### config.mk
export PLATFORM = sky130hd
export DESIGN_NAME = lcd_cmd_sequencer
export DESIGN_NICKNAME = d
export VERILOG_FILES = /design/src/rtl/lcd_pkg.sv /design/src/rtl/lcd_cycle_timer.sv /design/src/rtl/lcd_cmd_sequencer.sv
export SDC_FILE = /design/constraint.sdc
export NUM_CORES = 1
export LEC_CHECK = 0
export ABC_AREA = 1
export CORE_MARGIN = 8
export CORE_UTILIZATION = 60
export DETAILED_ROUTE_END_ITERATION = 8
export PLACE_DENSITY_LB_ADDON = 0.12
export SLEW_MARGIN = 20
export SYNTH_ARGS = -nofsm -noshare
export SYNTH_HDL_FRONTEND = slang
export SYNTH_SLANG_ARGS = --single-unit
export TNS_END_PERCENT = 20
### constraint.sdc
create_clock -name fpga_clk_i -period 5.7 [get_ports fpga_clk_i]
set_clock_uncertainty 0.15 [all_clocks]
set_input_delay 0.57 -clock fpga_clk_i [delete_from_list [all_inputs] [get_ports fpga_clk_i]]
set_output_delay 0.57 -clock fpga_clk_i [all_outputs]
set_load 0.005 [all_outputs]
### src/rtl/lcd_pkg.sv
// Shared types and constants for the character-LCD command sequencer.
package lcd_pkg;

   // Sequencer states
   typedef enum logic [2:0] {
      ST_POWERON,
      ST_SETUP,
      ST_PULSE,
      ST_WAIT,
      ST_IDLE
   } lcd_state_e;

   // One byte on the LCD bus: register select plus data
   typedef struct packed {
      logic       rs;
      logic [7:0] data;
   } lcd_byte_t;

   // Power-up command list: 8-bit/2-line x2, display on, clear, entry mode
   localparam int LCD_INIT_LEN = 5;
   localparam logic [LCD_INIT_LEN-1:0][7:0] LCD_INIT_ROM =
      {8'h06, 8'h01, 8'h0C, 8'h38, 8'h38};

   localparam logic [7:0] LCD_CMD_CLEAR = 8'h01;
   localparam logic [7:0] LCD_CMD_HOME  = 8'h02;

   // Clear and home (0x02/0x03 are both "home") need the long settle time
   function automatic logic needs_long_wait(input lcd_byte_t b);
      return !b.rs && ((b.data == LCD_CMD_CLEAR) ||
                       (b.data == LCD_CMD_HOME)  ||
                       (b.data == 8'h03));
   endfunction

   function automatic int max_int(input int a, input int b);
      return (a > b) ? a : b;
   endfunction

endpackage

### src/rtl/lcd_cycle_timer.sv
// Per-state delay timer: cleared on state entry, counts cycles spent in the
// state and flags the last one (elapsed == limit). Saturates at the limit.
module lcd_cycle_timer #(
   parameter int CNT_W = 8
) (
   input  logic             fpga_clk_i,
   input  logic             fpga_reset_i,
   input  logic             clr,
   input  logic [CNT_W-1:0] limit,
   output logic             done
);

   logic [CNT_W-1:0] cnt;

   // Elapsed-cycle counter; reset and clear both restart it at zero
   always_ff @(posedge fpga_clk_i) begin
      if (!fpga_reset_i)
         cnt <= '0;
      else if (clr)
         cnt <= '0;
      else if (cnt != limit)
         cnt <= cnt + CNT_W'(1);
   end

   assign done = (cnt == limit);

endmodule

### src/rtl/lcd_cmd_sequencer.sv
// HD44780-style 8-bit LCD bus sequencer: power-on reset hold, fixed init
// command list, then single-byte writes from one valid/ready requester with
// setup / enable-pulse / settle timing around each byte.
module lcd_cmd_sequencer
   import lcd_pkg::*;
#(
   parameter int SETUP_CYCLES        = 4,
   parameter int EN_HIGH_CYCLES      = 25,
   parameter int CMD_WAIT_CYCLES     = 2000,
   parameter int CLEAR_WAIT_CYCLES   = 82000,
   parameter int POWERON_WAIT_CYCLES = 750000
) (
   input  logic       fpga_clk_i,
   input  logic       fpga_reset_i,
   input  logic       wr_valid_i,
   input  logic       wr_rs_i,
   input  logic [7:0] wr_data_i,
   output logic       wr_ready_o,
   output logic       init_done_o,
   output logic [7:0] lcd_data_o,
   output logic       lcd_rs_o,
   output logic       lcd_enable_o,
   output logic       lcd_reset_o
);

   localparam int MAX_DLY = max_int(max_int(max_int(SETUP_CYCLES, EN_HIGH_CYCLES),
                                            max_int(CMD_WAIT_CYCLES, CLEAR_WAIT_CYCLES)),
                                    POWERON_WAIT_CYCLES);
   localparam int CNT_W = $clog2(MAX_DLY) + 1;
   localparam logic [2:0] LAST_IDX = 3'(LCD_INIT_LEN - 1);

   lcd_state_e       state_q, state_d;
   logic [2:0]       idx_q, idx_d;
   logic             done_q, done_d;
   lcd_byte_t        cur_q, cur_d;
   logic [CNT_W-1:0] tmr_limit;
   logic             tmr_clr;
   logic             tmr_done;

   // Duration of the current state, minus one (timer counts from zero)
   always_comb begin
      tmr_limit = '0;
      unique case (state_q)
         ST_POWERON: tmr_limit = CNT_W'(POWERON_WAIT_CYCLES - 1);
         ST_SETUP:   tmr_limit = CNT_W'(SETUP_CYCLES - 1);
         ST_PULSE:   tmr_limit = CNT_W'(EN_HIGH_CYCLES - 1);
         ST_WAIT:    tmr_limit = needs_long_wait(cur_q) ? CNT_W'(CLEAR_WAIT_CYCLES - 1)
                                                        : CNT_W'(CMD_WAIT_CYCLES - 1);
         default:    tmr_limit = '0;
      endcase
   end

   // Next state, init index, sticky done flag and the byte to present
   always_comb begin
      state_d = state_q;
      idx_d   = idx_q;
      done_d  = done_q;
      cur_d   = cur_q;
      unique case (state_q)
         ST_POWERON: begin
            if (tmr_done) begin
               state_d = ST_SETUP;
               idx_d   = '0;
               cur_d   = '{rs: 1'b0, data: LCD_INIT_ROM[0]};
            end
         end
         ST_SETUP: begin
            if (tmr_done)
               state_d = ST_PULSE;
         end
         ST_PULSE: begin
            if (tmr_done)
               state_d = ST_WAIT;
         end
         ST_WAIT: begin
            if (tmr_done) begin
               if (done_q) begin
                  state_d = ST_IDLE;
               end else if (idx_q < LAST_IDX) begin
                  state_d = ST_SETUP;
                  idx_d   = idx_q + 3'd1;
                  cur_d   = '{rs: 1'b0, data: LCD_INIT_ROM[idx_q + 3'd1]};
               end else begin
                  state_d = ST_IDLE;
                  done_d  = 1'b1;
               end
            end
         end
         ST_IDLE: begin
            if (wr_valid_i) begin
               state_d = ST_SETUP;
               cur_d   = '{rs: wr_rs_i, data: wr_data_i};
            end
         end
         default: state_d = ST_POWERON;
      endcase
   end

   // Restart the timer on every state change; keep it parked while idle
   assign tmr_clr    = (state_d != state_q) || (state_q == ST_IDLE);
   assign wr_ready_o = (state_q == ST_IDLE);

   lcd_cycle_timer #(
      .CNT_W (CNT_W)
   ) u_timer (
      .fpga_clk_i   (fpga_clk_i),
      .fpga_reset_i (fpga_reset_i),
      .clr          (tmr_clr),
      .limit        (tmr_limit),
      .done         (tmr_done)
   );

   // State and registered pin drivers; strobes decoded from the next state
   always_ff @(posedge fpga_clk_i) begin
      if (!fpga_reset_i) begin
         state_q      <= ST_POWERON;
         idx_q        <= '0;
         done_q       <= 1'b0;
         cur_q        <= '0;
         lcd_enable_o <= 1'b0;
         lcd_reset_o  <= 1'b1;
      end else begin
         state_q      <= state_d;
         idx_q        <= idx_d;
         done_q       <= done_d;
         cur_q        <= cur_d;
         lcd_enable_o <= (state_d == ST_PULSE);
         lcd_reset_o  <= (state_d == ST_POWERON);
      end
   end

   assign init_done_o = done_q;
   assign lcd_data_o  = cur_q.data;
   assign lcd_rs_o    = cur_q.rs;

endmodule

* Word level (Yosys, flattened, before mapping) *
Memory sizes are Yosys's and may differ from the RTL's.
Cells that the tools add are included.

word-level totals
  flip-flop bits (word level) = 39
  memory bits (read-only) = 64
  input bits = 12
  output and inout bits = 13
  logic and storage cells = 67
  memories = 1

cells by class
  add/subtract/negate cells = 2
  order comparisons = 2
  eq/ne operators = 16
  mux-type cells = 24
  bitwise gates (word level) = 1
  reductions and logical operators = 13

memories
  memory            depth  bits a word  read ports  clocked after Yosys merged registers in  write ports  RTL line                 source
  (name not given)  8      8            1           0                                        0            lcd_cmd_sequencer.sv:82  cur_d = '{rs: 1'b0, data: LCD_INIT_ROM[idx_q + 3'd1]};

operators by type and width
  operator               count
  $pmux 20 s4            1
  $mux 9                 5
  $mux 3                 11
  $pmux 9 s3             1
  $add 21x1->21 const B  1
  $eq 21x20->1           1
  $ne 21x20->1           1
  $mux 17                1
  $eq 8x2->1 const B     2
  $pmux 3 s5             1
  $ne 2x2->1 const B     5
  $eq 3x2->1 const B     3
  $eq 8x1->1 const B     1
  $mux 8                 1
  $logic_not 3->1        2
  $pmux 3 s2             1
  $reduce_and 6->1       1
  $reduce_and 5->1       1
  $lt 3x4->1 const B     1
  $add 3x1->3 const B    1
  $eq 3x1->1 const B     1
  $eq 3x3->1 const B     1
  $logic_or 1x1->1       3
  $lt 3x3->1 const B     1
  9 further kinds        10

* Depth between registers and ports, before layout *
Gate-level depths: netlist of run 1.

  word-level depth = 12
  depth in mapped cells = 17

* Cells and area by module *
Synthesis of run 1 repeated with hierarchy kept, for this count alone.

unflattened totals
  cells, all modules = 522
  area, all modules = 3007.9 um^2

by module, submodules not included
  module             times used  cells an instance  area an instance (um^2)  seq. area each (um^2)
  lcd_cycle_timer    1           340                1830.5                   420.4
  lcd_cmd_sequencer  1           182                1177.4                   360.3

* Least setup slack after synthesis of run 1 *
OpenSTA, ideal clock, no wires.

  path type = register to register
  from = register cur_q, in the netlist lcd_rs_o
  to = register cur_q, in the netlist lcd_data_o[1]
  arrival = 1873 ps
  path slack = 3565 ps
  cell stages (with the launch flop) = 14
  cells stage by stage = dfxtp_1 > nor3_1 > nand2_1 > nand2_2 > nand2_1 > nand2_1 > nand2_1 > nor2_2 > nand3_4 > a21oi_4 > buf_6 > nand2_1 > nand2_1 > nor2_1

on the way
  longest elaborated chain between the ends = 7
  elaborated cells on any way between the ends = 8
  those cells by class = eq/ne (3); mux (2); reduce/logical (3)

RTL lines
  item                            RTL line                  source
  from (decl)                     lcd_cmd_sequencer.sv:35   lcd_byte_t cur_q, cur_d;
  from (signal assigned)          lcd_cmd_sequencer.sv:126  cur_q <= cur_d;
  $logic_not 1->1 (*)             lcd_pkg.sv:29             return !b.rs && ((b.data == LCD_CMD_CLEAR) ||
  $logic_and 1x1->1 (*)           lcd_pkg.sv:29
  $mux 17 (*)                     lcd_cmd_sequencer.sv:47   ST_WAIT: tmr_limit = needs_long_wait(cur_q) ? CNT_W'(CLEAR_WAIT_CYCLES - 1)
  $pmux 20 s4 (*)                 lcd_cmd_sequencer.sv:43   unique case (state_q)
  $eq 21x20->1 (*)                lcd_cycle_timer.sv:25     assign done = (cnt == limit);
  $ne 2x2->1 (no line)            -
  $reduce_and 6->1 (no line) (*)  -

Mark *: on every way between the ends. The rest lies on a longest branch, timed or not.
A chain may end at the register's enable or synchronous reset.

* Worst setup path in the final report of run 1 *
  from = register state_q[1]
  to = register u_timer.cnt[2]

on the way
  longest elaborated chain between the ends = 8
  elaborated cells on any way between the ends = 17
  those cells by class = eq/ne (7); mux (7); reduce/logical (3)

RTL lines
  item                                RTL line                                          source
  from (decl)                         lcd_cmd_sequencer.sv:32                           lcd_state_e state_q, state_d;
  from (signal assigned)              lcd_cmd_sequencer.sv:123                          state_q <= state_d;
  $eq 3x2->1 (tied with other cells)  lcd_cmd_sequencer.sv:43, lcd_cmd_sequencer.sv:59
  $pmux 20 s4                         lcd_cmd_sequencer.sv:43
  $eq 21x20->1                        lcd_cycle_timer.sv:25
  $mux 3, on equally long branches    -
  $pmux 3 s5                          lcd_cmd_sequencer.sv:59                           unique case (state_q)
  $ne 3x3->1                          lcd_cmd_sequencer.sv:100                          assign tmr_clr = (state_d != state_q) || (state_q == ST_IDLE);
  $logic_or 1x1->1                    lcd_cmd_sequencer.sv:100
  $reduce_or 2->1 (no line)           -
  to (signal assigned)                lcd_cycle_timer.sv:22                             cnt <= cnt + CNT_W'(1);
  to (decl)                           lcd_cycle_timer.sv:13                             logic [CNT_W-1:0] cnt;

Parallel ways exist; a longest one is shown, timed or not.

==> results of run 1 <==
cell usage after synthesis, types with 3 or more instances:
| library cell | count | area share [%] |
|---|---|---|
| or2_2 | 5 | 1.2 |
| nor2_2 | 4 | 0.98 |
| nand2_1 | 117 | 17 |
| nor3_1 | 7 | 1.4 |
| ha_1 | 5 | 2.5 |
| buf_2 | 6 | 1.2 |
| inv_1 | 42 | 6.2 |
| inv_2 | 3 | 0.44 |
| nand4_1 | 8 | 2.0 |
| o21ai_0 | 7 | 1.4 |
| nor2_1 | 60 | 8.9 |
| xor2_1 | 9 | 3.1 |
| a21oi_1 | 28 | 5.5 |
| nor4_1 | 3 | 0.74 |
| dfxtp_1 | 39 | 31 |
| nand3_1 | 43 | 8.5 |
critical path, stage by stage (launching register included):
cell and delay (ns):
dfxtp_1 0.54, nand2_1 0.11, nor2_2 0.43, nand2_2 0.21
nand2_1 0.16, nand2_1 0.08, nand2_1 0.10, nor2_1 0.06
nand2_1 0.06, nor2_1 0.04, nand3_1 0.07, nand3_1 0.56
a21oi_1 0.33
power breakdown:
part / switching (W) / leakage [nW] / internal, W
sequential: 0.00000202 / 0.315 / 0.000274
clock: 0.0000954 / 0.0612 / 0.000142
combinational: 0.0000103 / 0.802 / 0.0000107
total: 0.000108 / 1.18 / 0.000426
kinds of logic (layout without fill, tap and decap cells):
kind of cell,Yosys count,after routing,synth area share (%)
and+or+nand+nor,258,258,45.65
buffers and inverters,54,77,8.558
AOI/OAI and AO/OA,41,41,9.198
DFF,39,39,30.69
xor gates and xnor gates,10,10,3.443
adders and majority gates,5,5,2.459
routing by layer:
layer / GRT usage [%] / up-vias
met1: 26.38 / 1176
met4: 6.786 / 0
li1: - / 1354
met5: 0 / -
met2: 33.04 / 125
met3: 4.746 / 19
area by class of cell:
type | count | area (µm²) | share of cell area [%]
Clock buffer | 6 | 82.58 | 2.833
Multi-Input combinational cell | 314 | 1545 | 53.00
Inverter | 45 | 168.9 | 5.794
Sequential cell | 39 | 780.7 | 26.78
Timing Repair Buffer | 24 | 240.2 | 8.240
Tap cell | 50 | 62.56 | 2.146
Clock inverter | 2 | 35.03 | 1.202
path summary, 6_finish.rpt:
check	to	slack [ns]	depth (start not counted)
worst min register to register	u_timer.cnt[9]	0.34	2
worst max register to register	u_timer.cnt[2]	2.70	12
worst min-delay path	u_timer.cnt[9]	0.34	2
worst max-delay path	u_timer.cnt[2]	2.70	12
sequential cells by signal, summed over array words and instances (netlist names):
name / count
init_done_o: 1
lcd_enable_o: 1
u_timer.cnt: 21
idx_q: 3
state_q: 3
lcd_reset_o: 1
lcd_rs_o: 1
lcd_data_o: 8
through the flow:
stage          hold WS (ns)  cells  cell area [µm²]  worst slack [ns]  util [%]
2_1_floorplan        0.3125    407             2544             3.565         -
3_3_place_gp         0.3249    472             2798             2.889     69.44
3_5_place_dp         0.3343    472             2798             2.719     69.44
4_1_cts              0.3449    480             2915             2.669     72.36
5_1_grt              0.3692    480             2915             2.320     72.36
6_report             0.3410    480             2915             2.697     72.36
==> flow_summary.ini, run 1 <==
[critical_path]
reg2reg_from = state_q[1]
arrival_ns = 3.05
required_ns = 5.75
crit_path_end_kind = flop
start_kind = flop
critPathKind = flop to flop
startpoint = state_q[1]
cp_max_fo = 21

[synth]
synth_nets = 424
synth-main-ff-cell = dfxtp_1
ys_ff_latch = 39
ys_types = 33
syn-cell-area_mm2 = 0.002544
netlist_instances = 407
ys_seq_area_share_pct = 30.69
yosysWarningCount = 0
synth_edf_count = 0
ys_async_sr_fraction_pct = 0
avgSynthCellArea_um2 = 6.250

[timing]
finalSetupTns_ns = 0
drv_slew = 0
min_period_ns = 3.003
timing.slew.headroom_pct = 44.53
worst_pin_slew_ns = 0.8297
finalSetupViolations = 0
rsz0062_at_grt = no
fmax_ghz = 0.3330
final-hold-violation-count = 0
final.period_utilization_pct = 52.68

[layout]
nNetsFinal = 446
num_antenna_cells = 0
mostFrequentLayoutCells = 117 x nand2_1, 60 x nor2_1, 43 x nand3_1, 42 x inv_1, 39 x dfxtp_1
area_growth_pct = 14.61
drive_gt1_share_pct = 6.977
nFillCells = 363
final_common_cell = nand2_1

[clocking]
clockBufferDepth = 2
clock-root-buffer = clkbuf_8
cts_made_buffers = 5
holdBufCountCts = 0
cts_tree = yes
clock_latency_ns = 0.29
cts.sinks = 39
cts_resized = 0
clk_pin_slew_ns = 0.07
htreeDepth = 2
cts_setup_buffers = 0

[worst_hold_path]
hp-class = flop to flop
min_from = u_timer.cnt[9]

[drt]
routed_wirelength_um = 6363
post_drt_wl_per_cell_um = 13.26
vias_per_cell = 5.571
wl_met2_um = 2906
drc = 0
vias = 2674
drt_iter0_markers = 282
drt-met1-wl_um = 2737
highest_layer = met4
postRouteAntennaNets = 0
first_pass_iters = 5
wl_met3_um = 579

[grt]
gr-total-overflow = 0
grt_use_total_pct = 20.52
grt_pass1_vias = 2400
antenna_found_initial = 0
grt_pass1_wl_um = 10920
grt_start_max_net_pins = 22

[pwr]
p_leak_nw = 1.177
finalPower_w = 0.0005340
ir_drop_mv = 0.1477
pwr_density_cell_mw_per_mm2 = 183.2

[floorplan]
io-pin-count = 25
core_area_mm2 = 0.004029
dieArea_mm2 = 0.006579
rows = 23
die_y_um = 81.11
start_util_pct = 63.14
die_w_um = 81.11

[placement]
gp_congestion = 0.9545
hpwl_um = 4914
portBuffers = 24

[run]
maxCapViolCount = 0

[run_status]
outcome = completed
No activity file was read; power rests on OpenSTA's default activity.
==> inputs of run 2 (changes only) <==
--- a/config.mk
+++ b/config.mk
@@ -7,7 +7,7 @@
 export LEC_CHECK = 0
 export ABC_AREA = 1
 export CORE_MARGIN = 8
-export CORE_UTILIZATION = 60
+export CORE_UTILIZATION = 52
 export DETAILED_ROUTE_END_ITERATION = 8
 export PLACE_DENSITY_LB_ADDON = 0.12
 export SLEW_MARGIN = 20
==> constraint.sdc (replaced) <==
create_clock -name fpga_clk_i -period 2.55 [get_ports fpga_clk_i]
set_clock_uncertainty 0.15 [all_clocks]
set_input_delay 0.255 -clock fpga_clk_i [delete_from_list [all_inputs] [get_ports fpga_clk_i]]
set_output_delay 0.255 -clock fpga_clk_i [all_outputs]
set_load 0.005 [all_outputs]
==> run 2 against run 1 <==
Effect of this change:
- final area is 3.6% higher
- setup slack worse by 2.5 ns
- register-to-register slack worse by 2.5 ns
- global-route usage is 2.6 points lower
- sequential power is 120% higher
- total power is 110% higher
- flip-flop and latch count stayed put
- core utilization is 8.4 points lower
- clock-buffer cell count is 2 higher
- die area is 12% higher
- worst hold slack better by 0.0084 ns
==> flow_summary.ini, run 2 (synthesis results as in run 1) <==
[critical_path]
critPathKind = flop to flop
cp_num_buf_inv = 2
crit_family = simple AND/OR/NAND/NOR gates
start_kind = flop
crit_slowest_cell = dfxtp_1
crit_path_end_kind = flop
cp_max_fo = 18
crit_chain = inv_4, nand2_8, nand2_4, nand2_1, nand2_1, nor2_2, nand3_2, nor2_2, nand3_4, a21oi_4, buf_12, nand2_1, nand2_1, nor2_1
crit_path_max_incr_delay_ns = 0.47
required_ns = 2.59
arrival_ns = 2.43
cpMostUsedCell = nand2_1

[drt]
drc = 0
routed_wirelength_um = 6412
postRouteAntennaNets = 0
first_pass_iters = 5
vias = 2641
post_drt_wl_per_cell_um = 12.72
drt_iter0_markers = 160
vias_per_cell = 5.240

[placement]
hpwl_um = 5023
gp_congestion = 0.9295
place_area_mm2 = 0.002882
portBuffers = 24

[layout]
drive_gt1_share_pct = 9.153
largest_reg_flops = 21
num_antenna_cells = 0
final_common_cell = nand2_1
mostFrequentLayoutCells = 117 x nand2_1, 60 x nor2_1, 42 x inv_1, 42 x nand3_1, 37 x dfxtp_1
top_register = u_timer.cnt
final_cell_area_mm2 = 0.003020
nNetsFinal = 453
area_growth_pct = 18.74
utilization_pct = 63.95

[floorplan]
rows = 25
io-pin-count = 25
die_y_um = 85.94
core_area_mm2 = 0.004723
die_w_um = 85.94
start_util_pct = 53.85
dieArea_mm2 = 0.007386

[timing]
fmax_ghz = 0.4192
finalSetupTns_ns = 0
drv_slew = 0
timing.slew.headroom_pct = 66.97
finalSetupViolations = 0
worst_pin_slew_ns = 0.4916
final.period_utilization_pct = 93.55
rsz0062_at_grt = no
final-hold-violation-count = 0
min_period_ns = 2.386

[clocking]
holdBufCountCts = 0
htreeDepth = 2
cts.sinks = 39
clockBufferDepth = 2
clk_pin_slew_ns = 0.08
cts_made_buffers = 5
clock_latency_ns = 0.29
cts_tree = yes
clock-root-buffer = clkbuf_8

[run_status]
outcome = completed

[run]
maxCapViolCount = 0

[grt]
gr-total-overflow = 0
grt_use_total_pct = 17.88
antenna_found_initial = 0
grt_pass1_wl_um = 10860
grt_pass1_vias = 2392
grt_start_max_net_pins = 22

[pwr]
ir_drop_mv = 0.3722
pwr_density_cell_mw_per_mm2 = 373.5
p_leak_nw = 1.214
finalPower_w = 0.001128

[worst_hold_path]
hp-class = flop to flop
## run 2: timing repair
action | in CTS | in global routing
resized for setup | 0 | 7
endpoints found under the setup margin | 0 | 25
setup buffers | 0 | 2
## run 2: final cells by class
type,instances,area (µm²)
clock buffer,8,100.1
fill,459,1703
inverter,45,171.4
multi-input combinational,314,1564
sequential,39,783.3
tap,67,83.83
timing repair buffer,31,317.8
## run 2: worst register-to-register path: stages, from the launching register on
cell and delay [ns]:
dfxtp_1 0.47, inv_4 0.15, nand2_8 0.17, nand2_4 0.08, nand2_1 0.09, nand2_1 0.06, nor2_2 0.15, nand3_2 0.11
nor2_2 0.20, nand3_4 0.16, a21oi_4 0.17, buf_12 0.15, nand2_1 0.06, nand2_1 0.06, nor2_1 0.04
## run 2: worst paths after layout
kind,start,depth (start not counted),slack [ns],end
min reg2reg,u_timer.cnt[4],2,0.35,u_timer.cnt[4]
max reg2reg,state_q[2],14,0.16,lcd_data_o[6]
min,u_timer.cnt[4],2,0.35,u_timer.cnt[4]
max,state_q[2],14,0.16,lcd_data_o[6]
## run 2: where the power goes
group	leakage, nW	internal (W)	switching, W
Sequential	0.316	0.000612	0.00000499
Clock	0.0515	0.000247	0.000212
Combinational	0.847	0.0000280	0.0000238
## run 2: stage by stage
| stage | cells | hold WS [ns] | worst slack, ns |
|---|---|---|---|
| global route | 504 | 0.3772 | 0.002983 |
| global placement | 494 | 0.3261 | 0.09680 |
| CTS | 502 | 0.3524 | 0.07303 |
| detailed placement | 494 | 0.3417 | 0.09776 |
| finish | 504 | 0.3495 | 0.1645 |
| floorplan | 407 | 0.2211 | 0.4146 |
## run 2: metal layers
layer,vias up,wire length (µm),part of all wire [%],global-route usage (%)
li1,1376,-,-,-
met1,1176,3051,48,23.26
met2,82,2927,46,28.76
met3,7,376,5.9,3.629
met4,0,57,0.89,5.255
met5,-,0,0,0
==> inputs of run 3 (changes only) <==
--- a/config.mk
+++ b/config.mk
@@ -7,7 +7,7 @@
 export LEC_CHECK = 0
 export ABC_AREA = 1
 export CORE_MARGIN = 8
-export CORE_UTILIZATION = 52
+export CORE_UTILIZATION = 57
 export DETAILED_ROUTE_END_ITERATION = 8
 export PLACE_DENSITY_LB_ADDON = 0.12
 export SLEW_MARGIN = 20
==> constraint.sdc (replaced) <==
create_clock -name fpga_clk_i -period 2.62 [get_ports fpga_clk_i]
set_clock_uncertainty 0.15 [all_clocks]
set_input_delay 0.524 -clock fpga_clk_i [delete_from_list [all_inputs] [get_ports fpga_clk_i]]
set_output_delay 0.524 -clock fpga_clk_i [all_outputs]
set_load 0.005 [all_outputs]
==> run 3 against run 2 <==
Effect of this change:
- clock power down 15%
- combinational power shrank 5.8%
- routed wire length grew 2.8%
- critical path depth decreased by 10
- final cell count decreased by 3.0%
- critical endpoint is now wr_ready_o
- largest cell class unchanged
==> flow_summary.ini, run 3 (synthesis results as in run 1) <==
[run_status]
outcome = completed

[run]
maxCapViolCount = 0

[pwr]
finalPower_w = 0.001041
pwr_density_cell_mw_per_mm2 = 351.5
p_leak_nw = 1.201
ir_drop_mv = 0.2642

[layout]
largest_reg_flops = 21
drive_gt1_share_pct = 8.696
mostFrequentLayoutCells = 117 x nand2_1, 60 x nor2_1, 43 x nand3_1, 42 x inv_1, 36 x dfxtp_1
final_common_cell = nand2_1
nNetsFinal = 453
final_cell_area_mm2 = 0.002962
num_antenna_cells = 0
area_growth_pct = 16.43
top_register = u_timer.cnt

[drt]
first_pass_iters = 4
drt_iter0_markers = 144
vias_per_cell = 5.366
drc = 0
vias = 2624
post_drt_wl_per_cell_um = 13.48
routed_wirelength_um = 6593
postRouteAntennaNets = 0

[grt]
grt_pass1_wl_um = 11520
antenna_found_initial = 0
grt_use_total_pct = 19.38
grt_start_max_net_pins = 19
grt_pass1_vias = 2538
gr-total-overflow = 0

[clocking]
cts_tree = yes
clock_latency_ns = 0.29
cts.sinks = 39
htreeDepth = 2
cts_made_buffers = 5
clk_pin_slew_ns = 0.07
clockBufferDepth = 2
holdBufCountCts = 0
clock-root-buffer = clkbuf_8

[placement]
gp_congestion = 0.9885
dp_slack_ns = -0.01674
hpwl_um = 5176
place_area_mm2 = 0.002845
portBuffers = 24

[worst_hold_path]
hp-class = flop to flop

[timing]
fmax_ghz = 0.4098
worst_pin_slew_ns = 0.4432
min_period_ns = 2.440
fin_ws_ns = 0.1796
timing.slew.headroom_pct = 70.39
finalSetupViolations = 0
whs_ns = 0.3443
final-hold-violation-count = 0
final.period_utilization_pct = 93.14
drv_slew = 0
rsz0062_at_grt = no

[floorplan]
start_util_pct = 58.83
io-pin-count = 25
die_y_um = 82.80
dieArea_mm2 = 0.006856
core_area_mm2 = 0.004324
die_w_um = 82.80
rows = 24

[critical_path]
crit_chain = nor2_4, nand2_1, inv_1, clkdlybuf4s50_1
start_kind = flop
crit_slowest_cell = clkdlybuf4s50_1
r2r_setup_slack_ns = 0.19
crit_path_end_kind = primary output
required_ns = 1.95
critPathKind = flop to primary output
cp_max_fo = 7
arrival_ns = 1.77
crit_path_max_incr_delay_ns = 0.53
run 3: cell count changes in the layout (fill, tap and decap cells not counted), sizes merged:
cell / delta
clkinv: +1
clkbuf: -1
run 3: repair_timing:
item	in CTS	in global routing
setup buffers	1	0
endpoints found under the setup margin	9	13
pin swaps	1	1
resized for setup	0	6
run 3: path summary, 6_finish.rpt:
check	startpoint	to	cells past startpoint
hold reg to reg	u_timer.cnt[9]	u_timer.cnt[9]	2
setup reg to reg	state_q[1]	lcd_data_o[0]	13
setup / recovery	state_q[1]	wr_ready_o	4
hold / removal	u_timer.cnt[9]	u_timer.cnt[9]	2
run 3: area by class of cell:
type / count / area [µm²]
inverters: 45 / 171.4
repair buffers: 31 / 305.3
fillers: 405 / 1363
flip-flops and latches: 39 / 784.5
clock buffers: 7 / 76.32
multi-input cells: 314 / 1554
well taps: 52 / 65.06
clock inverters: 1 / 5.005
run 3: through the flow:
step | util, % | std cells | setup TNS [ns]
2_1_floorplan | - | 407 | 0
3_3_place_gp | 65.80 | 480 | 0
3_5_place_dp | 65.80 | 480 | -0.09592
4_1_cts | 68.14 | 489 | 0
5_1_grt | 68.49 | 489 | 0
6_report | 68.49 | 489 | 0
run 3: routing by layer:
metal  vias up  track usage (%)  share of wire [%]
li1       1364                -                  -
met1      1173            23.81                 45
met2        70            31.47                 47
met3        17            4.395                5.6
met4         0            8.307                2.1
met5         -                0                  0
run 3: critical path: cells and delay by family (launching register included):
kind / cells / cell delay [ns]
and+or+nand+nor: 2 / 0.43
buffers and inverters: 2 / 0.66
DFF: 1 / 0.38
run 3: where the power goes:
part	switching [W]	leakage, nW	total (W)	internal (W)
clock network	0.000204	0.0422	0.000391	0.000187
registers	0.00000464	0.316	0.000601	0.000596
logic	0.0000227	0.843	0.0000488	0.0000262
